File: src/rtl/gf128_pkg.sv
// Shared constants for the GF(2^128) reduction path, modulo P(x) = x^128 + x^7 + x^2 + x + 1.
package gf128_pkg;

  localparam int GF128_W      = 128;
  localparam int GF128_PROD_W = 256;
  localparam int GF128_FOLD_W = 135;

  // Low-order terms of P(x): x^7 + x^2 + x + 1.
  localparam logic [7:0] GF128_POLY_LOW = 8'h87;

endpackage

File: src/rtl/gf128_fold.sv
// Combinational fold term: src ^ (src<<1) ^ (src<<2) ^ (src<<7), zero-extended to SRC_W+7 bits.
module gf128_fold
  import gf128_pkg::*;
#(
  parameter int SRC_W = 128
) (
  input  logic [SRC_W-1:0] src,
  output logic [SRC_W+6:0] fold
);

  localparam int OUT_W = SRC_W + 7;

  logic [OUT_W-1:0] ext;

  assign ext = OUT_W'(src);

  // Each set bit k of the low polynomial contributes src shifted by k.
  always_comb begin
    fold = '0;
    for (int k = 0; k < 8; k++) begin
      if (GF128_POLY_LOW[k]) begin
        fold = fold ^ (ext << k);
      end
    end
  end

endmodule

File: src/rtl/gf128_reduce_pipe.sv
// Two-stage pipelined reduction of a 256-bit carry-less product modulo P(x) to a 128-bit element.
// Optional sideband tag travelling with each product: define GF128_REDUCE_TAG_EN.
module gf128_reduce_pipe
  import gf128_pkg::*;
#(
  parameter int TAG_W = 8
) (
  input  logic                    clk,
  input  logic                    rst_n,
  input  logic                    in_valid,
  output logic                    in_ready,
  input  logic [GF128_PROD_W-1:0] in_product,
  output logic                    out_valid,
  input  logic                    out_ready,
  output logic [GF128_W-1:0]      out_result
`ifdef GF128_REDUCE_TAG_EN
  ,
  input  logic [TAG_W-1:0]        in_tag,
  output logic [TAG_W-1:0]        out_tag
`endif
);

  localparam int OVF_W = GF128_FOLD_W - GF128_W;

  // Handshake: a transfer happens on a rising edge where valid && ready; a producer holding
  // valid keeps its data stable until that edge, and ready may depend on the downstream ready.
  logic                    s1_valid;
  logic [GF128_FOLD_W-1:0] s1_data;
  logic                    s2_valid;
  logic [GF128_W-1:0]      s2_data;
  logic                    s1_en;
  logic                    s2_en;

  logic [GF128_FOLD_W-1:0] fold_hi;
  logic [OVF_W+6:0]        fold_ovf;
  logic [GF128_FOLD_W-1:0] t_next;
  logic [GF128_W-1:0]      r_next;

  gf128_fold #(.SRC_W(GF128_W)) u_fold_hi (
    .src  (in_product[GF128_PROD_W-1:GF128_W]),
    .fold (fold_hi)
  );

  gf128_fold #(.SRC_W(OVF_W)) u_fold_ovf (
    .src  (s1_data[GF128_FOLD_W-1:GF128_W]),
    .fold (fold_ovf)
  );

  assign t_next = GF128_FOLD_W'(in_product[GF128_W-1:0]) ^ fold_hi;
  // The overflow fold reaches only bit 13, so one more XOR finishes the reduction.
  assign r_next = s1_data[GF128_W-1:0] ^ GF128_W'(fold_ovf);

  assign s2_en    = !s2_valid || out_ready;
  assign s1_en    = !s1_valid || s2_en;
  assign in_ready = s1_en;

  assign out_valid  = s2_valid;
  assign out_result = s2_data;

  always_ff @(posedge clk or negedge rst_n) begin
    if (!rst_n) begin
      s1_valid <= 1'b0;
      s1_data  <= '0;
      s2_valid <= 1'b0;
      s2_data  <= '0;
    end else begin
      if (s1_en) begin
        s1_valid <= in_valid;
        if (in_valid) begin
          s1_data <= t_next;
        end
      end
      if (s2_en) begin
        s2_valid <= s1_valid;
        if (s1_valid) begin
          s2_data <= r_next;
        end
      end
    end
  end

`ifdef GF128_REDUCE_TAG_EN
  logic [TAG_W-1:0] s1_tag;
  logic [TAG_W-1:0] s2_tag;

  assign out_tag = s2_tag;

  always_ff @(posedge clk or negedge rst_n) begin
    if (!rst_n) begin
      s1_tag <= '0;
      s2_tag <= '0;
    end else begin
      if (s1_en && in_valid) begin
        s1_tag <= in_tag;
      end
      if (s2_en && s1_valid) begin
        s2_tag <= s1_tag;
      end
    end
  end
`endif

endmodule
File: config.mk
export PLATFORM = sky130hd
export DESIGN_NAME = gf128_reduce_pipe
export DESIGN_NICKNAME = d
export VERILOG_FILES = /design/src/rtl/gf128_pkg.sv /design/src/rtl/gf128_fold.sv /design/src/rtl/gf128_reduce_pipe.sv
export SDC_FILE = /design/constraint.sdc
export NUM_CORES = 1
export LEC_CHECK = 0
export ABC_AREA = 0
export CAP_MARGIN = 20
export CORE_UTILIZATION = 54
export DETAILED_ROUTE_END_ITERATION = 12
export PLACE_DENSITY = 0.87
export SLEW_MARGIN = 30
export SYNTH_ARGS = -nofsm -noshare
export SYNTH_HDL_FRONTEND = slang
export SYNTH_SLANG_ARGS = --single-unit
File: constraint.sdc
create_clock -name clk -period 2.6 [get_ports clk]
set_input_delay 0.52 -clock clk [delete_from_list [all_inputs] [get_ports clk]]
set_output_delay 0.52 -clock clk [all_outputs]
set_load 0.01 [all_outputs]
==> results of run 1 <==
-- synthesized netlist by cell type --
master,number
clkbuf_8,5
xnor2_1,147
buf_6,9
xnor3_1,121
nand2_4,1
mux2_4,50
buf_2,6
nand2b_1,3
buf_8,6
clkbuf_2,1
mux2_2,213
xor2_2,3
dfrtp_1,265
nand3b_4,1
nand2_1,1
xor2_1,76
buf_4,3
-- area by class of cell --
cell class / instances / area [sq um]
multi-input combinational: 616 / 7950
fill: 1668 / 6950
sequential: 265 / 6630
timing repair buffer: 407 / 4140
clock buffer: 34 / 774
tap: 341 / 427
clock inverter: 13 / 156
-- logic make-up after synthesis --
kind of cell,count (synthesis),synth area share (%)
xor+xnor,347,31.8
buf+inv,30,2.14
flops,265,44.6
mux,263,21.2
simple gates,6,0.362
-- sequential cells by signal (all words and copies together), names as in the netlist --
name,cells
s1_data,135
out_valid,1
s1_valid,1
out_result,128
-- worst max path at each step --
stage,start,endpoint,slack (ps),cells after the start
3_3_place_gp,out_ready,in_ready,380,3
5_1_grt,out_ready,in_ready,320,3
3_5_place_dp,out_ready,in_ready,350,3
4_1_cts,out_ready,in_ready,350,3
2_1_floorplan,out_ready,s1_data[100],1060,5
6_report,out_ready,in_ready,350,3
-- layer usage --
metal,vias up,GRT usage [%],wire length [um]
li1,3975,-,-
met1,4337,30.8,13900
met2,274,43.0,17500
met3,69,3.74,1720
met4,0,8.14,1160
met5,-,0,0
-- stage by stage --
stage	worst slack (ps)	power (W)
6_report	350	0.0174
5_1_grt	324	0.0182
4_1_cts	349	0.0176
3_5_place_dp	349	0.0135
3_3_place_gp	382	0.0132
2_1_floorplan	1060	0.0101
-- placed cells by master, fill, tap and decap left out --
cell type / netlist / final
buf_12: 0 / 8
buf_4: 3 / 9
buf_8: 6 / 1
bufinv_16: 0 / 3
clkbuf_1: 0 / 2
clkbuf_16: 0 / 29
clkbuf_8: 5 / 3
clkdlybuf4s50_1: 0 / 388
clkinv_2: 0 / 5
clkinv_4: 0 / 2
clkinvlp_4: 0 / 2
dfrtp_1: 265 / 265
dlygate4sd3_1: 0 / 1
inv_6: 0 / 1
mux2_2: 213 / 213
mux2_4: 50 / 50
nand2_4: 1 / 1
nand2_8: 0 / 1
nand2b_1: 3 / 3
nand3b_4: 1 / 1
xnor2_1: 147 / 147
xnor3_1: 121 / 121
xor2_1: 76 / 76
xor2_2: 3 / 3
-- timing repair --
item | 4_1_cts | 5_1_grt
endpoints found under the hold margin | 68 | 0
setup endpoints to repair | 0 | 0
gates resized for setup | 0 | 0
hold buffers | 1 | 0
-- power breakdown --
part | internal [W] | switching, W | total, W
Combinational | 0.00427 | 0.00246 | 0.00673
Sequential | 0.00576 | 0.000900 | 0.00666
Clock | 0.00240 | 0.00161 | 0.00401
-- worst register-to-register path: stages (launching register included) --
cell and delay [ps]:
dfrtp_1 460, nand3b_4 140, nand2_8 260, buf_4 290, mux2_2 380
==> flow_summary.ini, run 1 <==
[synthesis]
ys_types = 17
ys_seq_area_share_pct = 44.6
synthTopCellsByArea = dfrtp_1, xnor3_1, mux2_2
synth_nets = 1171
synth_top_cell_by_area = dfrtp_1
netlist_area_sq_um = 14900
ys.warnings.count = 0
syn_avg_cell_area_sq_um = 16.3
synth-seq-cells = 265
synth_top_area_share_pct = 44.6
synth_cells = 911

[clock_network]
cts_made_buffers = 29
cts_tree = yes
clk_latency_ps = 540
clockBufferDepth = 3
cts.sinks = 265
post_cts_buffers = 0
path_clk_slew_ps = 50
h-tree-depth = 1
cts-root-buf = clkbuf_16

[grt]
grt_pass1_wl_um = 53000
grt_usage_pct = 24.4
antenna_found_initial = 0
grt_pass1_vias = 9509
grt_max_degree = 79
grt_remaining_overflow = 0

[floorplan]
die_h_um = 168
dieArea_sq_um = 28200
initial_core_util_pct = 55.1
num_io_pins = 390
fp-row-count = 60
core_sq_um = 27000
die_w_um = 168

[place]
port_buffers = 389
dp.cells = 1628
dpl-instance-area_sq_um = 19100
gp_congestion = 0.879
dp.final_hpwl_um = 26100

[cells_and_area]
finalInstanceArea_sq_um = 20100
layoutNonFillerInstCount = 1676
layout-drive-gt1-share_pct = 24.9
final_nets = 1579
syn_to_final_growth_pct = 34.9
diodes = 0
utilization_pct = 74.3

[route]
wl_per_cell_um = 20.4
num_vias = 8655
drt_iter0_drc = 364
vias_per_cell = 5.16
antenna_left = 0
drc = 0
drt_first_pass_iters = 4
drt_wl_total_um = 34200

[setup_path]
critPathSlowestCell = clkdlybuf4s50_1
cp_data_required_time_ps = 2080
crit_path_frequent_cell = clkdlybuf4s50_1
crit_path_max_incr_delay_ps = 550
timing.rr.end = s1_data[55]
start_kind = input pin
worst-setup-path-type = input pin to output port
end_kind = output port
r2r_cells = 4
rrSetupSlack_ps = 950
rr_startpoint = s1_valid
path_buf_inv = 2
crit_family = buffers and inverters
crit_fanout = 3
path_cells = clkdlybuf4s50_1 > nand3b_4 > clkdlybuf4s50_1
worstPathArrival_ps = 1730

[sta]
hold_ws_ps = 498
post-route-min-period_ps = 2250
finalClockSkew_ps = 8.71
min_period_over_period_pct = 86.5
max_clock_freq_ghz = 0.444
worst_slew_pin_slew_ps = 641
slew_viol_final = 0
grt_setup_unrepaired = false
hold_viol_final = 0
finalSetupViolCount = 0
tns_ps = 0
max_slew_margin_pct = 57.3

[hold_path]
min_from = s1_data[29]
worstHoldPathCells = 1
holdPathEnd = out_result[29]
hold_class = flop to flop

[flow_run]
cap_violations = 0

[power]
ir_worst_vdd_v = 0.000625
p_leak_nw = 9.06
power_density_nw_per_um2 = 867

[run_status]
status = finished, final reports clean
(Power assumes the default switching activity.)
==> run 2: changes to the inputs <==
CORE_MARGIN = 5   (was unset)
==> run 2 against run 1 <==
  * Total power grew 2.4%
  * Cell count grew 0.36%
  * Clock-buffer cell count is the same
  * Critical path type unchanged
  * Critical endpoint unchanged
==> flow_summary.ini, run 2 (synthesis gave the netlist of run 1 again) <==
[hold_path]
hold_class = input pin to asynchronous set/reset pin

[route]
num_vias = 8616
vias_per_cell = 5.12
drt_wl_total_um = 35700
drc = 0
drt_iter0_drc = 329
drt_first_pass_iters = 4
antenna_left = 0
wl_per_cell_um = 21.2

[grt]
use_met1_pct = 28.6
busiest_layer = met2
grt_remaining_overflow = 0
grt_pass1_wl_um = 55600
globalRouteMet2Util_pct = 40.3
gr-usage-met3_pct = 3.77
antenna_found_initial = 2
grt_usage_pct = 22.8
grt_max_degree = 71
grt_pass1_vias = 9831

[power]
finalPower_w = 0.0178
ir_worst_vdd_v = 0.000595
p_leak_nw = 9.13
power_density_nw_per_um2 = 882

[sta]
slew_viol_final = 0
finalClockSkew_ps = 9.41
finalSetupViolCount = 0
max_clock_freq_ghz = 0.444
hold_viol_final = 0
max_slew_margin_pct = 71.1
grt_setup_unrepaired = false
setup_ws_ps = 346
tns_ps = 0
min_period_over_period_pct = 86.7
worst_slew_pin_slew_ps = 434
post-route-min-period_ps = 2250

[clock_network]
h-tree-depth = 1
cts.sinks = 265
path_clk_slew_ps = 60
post_cts_buffers = 0
cts-root-buf = clkbuf_16
cts_resized = 0
cts_tree = yes
clockBufferDepth = 3
clk_latency_ps = 530
cts_made_buffers = 28

[floorplan]
die_h_um = 176
initial_core_util_pct = 55.1
num_io_pins = 390
dieArea_sq_um = 31000
fp-row-count = 60
core_sq_um = 27000
die_w_um = 176

[place]
gp_congestion = 0.871
dp.final_hpwl_um = 27800
dpl-instance-area_sq_um = 19200
dp_slack_ps = 340
port_buffers = 389

[cells_and_area]
layout-drive-gt1-share_pct = 25.2
multi_input_area_sq_um = 7950
finalInstanceArea_sq_um = 20200
final_common_cell = clkdlybuf4s50_1
final_nets = 1580
ff_latch_area_sq_um = 6630
top_register = s1_data
layout_common_cells = clkdlybuf4s50_1, dfrtp_1, mux2_2
syn_to_final_growth_pct = 35.8
largest_reg_flops = 135
fillers = 1662

[setup_path]
start_kind = input pin
worstPathArrival_ps = 1730
crit_fanout = 3
cp_data_required_time_ps = 2080
r2r_cells = 4
end_kind = output port
worst-setup-path-type = input pin to output port

[flow_run]
cap_violations = 0

[run_status]
status = finished, final reports clean
## run 2: changes by cell type in the layout (fill, tap and decap cells not counted), sizes merged
cell and change:
bufinv +3, buf +2, clkinvlp -2, diode +2
inv +1
## run 2: final timing paths
path,from,endpoint,slack (ps)
worst max-delay path,out_ready,in_ready,350
worst min-delay path,rst_n,out_result[118],490
worst max register to register,s1_valid,s1_data[52],930
worst min register to register,s1_data[121],out_result[121],500
max in group asynchronous,rst_n,out_result[7],1400
min in group clk,s1_data[121],out_result[121],500
## run 2: report_power, final
part	leakage [nW]	switching, W	total (W)	internal, W
combinational	5.52	0.00247	0.00676	0.00428
clock	0.510	0.00164	0.00438	0.00274
sequential	3.10	0.000928	0.00669	0.00576
total	9.13	0.00504	0.0178	0.0128
## run 2: worst max-delay path, stage by stage
cell and delay (ps):
clkdlybuf4s50_1 490, nand3b_4 180, clkdlybuf4s50_1 550
## run 2: metal layers
layer	share of wire (%)	up-vias
li1	-	3988
met1	40	4293
met2	51	260
met3	4.8	75
met4	4.1	0
met5	0	-
## run 2: cell type report
class,instances,share of cell area (%)
multi-input combinational,616,39.3
sequential,265,32.8
timing repair buffer,409,20.7
clock buffer,34,3.88
tap,341,2.11
clock inverter,15,1.18
antenna,2,0.0248
## run 2: timing repair
action / in CTS / in global routing
endpoints found under the hold margin: 41 / 0
hold buffers: 1 / 0
setup endpoints to repair: 0 / 0
## run 2: metrics by stage
step                std cells  utilization (%)  hold slack (ps)
floorplan                 911                -              224
global placement         1630             70.9              446
detailed placement       1630             70.9              450
CTS                      1680             74.8              475
global route             1682             74.8              513
finish                   1682             74.8              487
==> run 3: changes to the inputs <==
PLACE_DENSITY = 0.91   (was 0.87)
==> run 3 against run 2 <==
  * Total power is 0.85% higher
  * Flip-flop and latch count stayed put
  * Via count is 1.9% higher
  * Clock skew is 3.7 ps higher
  * Critical path depth stayed put
  * Sequential share of layout area hardly changed
  * Die area stayed put
  * Worst setup slack better by 5.9 ps
  * Cell count hardly changed
  * Critical endpoint unchanged
==> flow_summary.ini, run 3 (synthesis gave the netlist of run 1 again) <==
[setup_path]
startpoint = out_ready
critPathSlowestCell = clkdlybuf4s50_1
rr_startpoint = s1_valid
worstPathArrival_ps = 1730
cp_data_required_time_ps = 2080
path_cells = clkdlybuf4s50_1 > nand3b_4 > clkdlybuf4s50_1
end_kind = output port
crit_path_max_incr_delay_ps = 550
crit_fanout = 3
crit_path_frequent_cell = clkdlybuf4s50_1
start_kind = input pin
worst-setup-path-type = input pin to output port

[route]
wl_per_cell_um = 22.3
drc = 0
drt_first_pass_iters = 4
vias_per_cell = 5.22
antenna_left = 0
num_vias = 8782
drt_iter0_drc = 329
drt_wl_total_um = 37600

[clock_network]
cts_resized = 0
cts_tree = yes
cts-root-buf = clkbuf_16
clockBufferDepth = 3
path_clk_slew_ps = 60
cts_made_buffers = 29
clk_latency_ps = 540
cts.sinks = 265
ctsHoldBuffers = 1
h-tree-depth = 1
post_cts_buffers = 0

[flow_run]
cap_violations = 0

[grt]
antenna_found_initial = 0
grt_pass1_vias = 10000
grt_remaining_overflow = 0
grt_pass1_wl_um = 58100
grt_usage_pct = 24.0
grt_max_degree = 72

[cells_and_area]
layout-drive-gt1-share_pct = 25.1
largest_reg_flops = 135
syn_to_final_growth_pct = 35.7
final_common_cell = clkdlybuf4s50_1
diodes = 0
utilization_pct = 74.7
top_register = s1_data
layout_common_cells = clkdlybuf4s50_1, dfrtp_1, mux2_2
final_nets = 1577

[sta]
hold_ws_ps = 502
grt_setup_unrepaired = false
min_period_over_period_pct = 86.5
max_slew_margin_pct = 62.5
post-route-min-period_ps = 2250
tns_ps = 0
finalSetupViolCount = 0
max_clock_freq_ghz = 0.445
hold_viol_final = 0
worst_slew_pin_slew_ps = 563
finalClockSkew_ps = 13.1
slew_viol_final = 0

[power]
power_density_nw_per_um2 = 890
ir_worst_vdd_v = 0.000535
p_leak_nw = 9.11

[run_status]
status = finished, final reports clean

[hold_path]
hold_class = flop to flop
min_from = s1_data[109]

[floorplan]
die_w_um = 176
fp-row-count = 60
die_h_um = 176
core_sq_um = 27000
num_io_pins = 390
initial_core_util_pct = 55.1
dieArea_sq_um = 31000

[place]
port_buffers = 389
dp.final_hpwl_um = 28700
gp_congestion = 0.878
-- run 3: cell type report --
cell class / count / area, sq um
clock buffers: 37 / 806
clock inverters: 17 / 259
fillers: 1607 / 6840
multi-input cells: 616 / 7950
flip-flops and latches: 265 / 6630
well taps: 341 / 427
repair buffers: 405 / 4120
-- run 3: worst max-delay path: cells and delay by family --
kind / cells / cell delay, ps
AND/OR/NAND/NOR: 1 / 170
buffers and inverters: 2 / 1030
-- run 3: layer usage --
metal | part of all wire (%) | wire length (um) | track usage [%] | up-vias
li1 | - | - | - | 3989
met1 | 38 | 14400 | 29.3 | 4438
met2 | 53 | 19800 | 43.5 | 274
met3 | 4.8 | 1800 | 4.00 | 81
met4 | 4.2 | 1570 | 8.06 | 0
met5 | 0 | 0 | 0 | -
-- run 3: worst paths after layout --
path	endpoint	cells after the start	slack, ps
setup / recovery	in_ready	3	350
hold / removal	out_result[109]	1	500
setup reg to reg	s1_data[24]	4	960
hold reg to reg	out_result[109]	1	500
max in group asynchronous	out_result[29]	3	1310
min in group asynchronous	out_result[115]	2	530
-- run 3: per-stage QoR --
stage	instance area [sq um]	total power [W]	std cells	setup slack, ps
4_1_cts	20200	0.0182	1681	353
6_report	20200	0.0180	1681	352
5_1_grt	20200	0.0188	1681	315
3_5_place_dp	19100	0.0135	1626	359
3_3_place_gp	19100	0.0132	1626	365
2_1_floorplan	14900	0.0101	911	1060
-- run 3: power breakdown --
group	switching, W	internal, W
clock	0.00169	0.00280
sequential	0.000933	0.00576
combinational	0.00253	0.00427
total	0.00515	0.0128
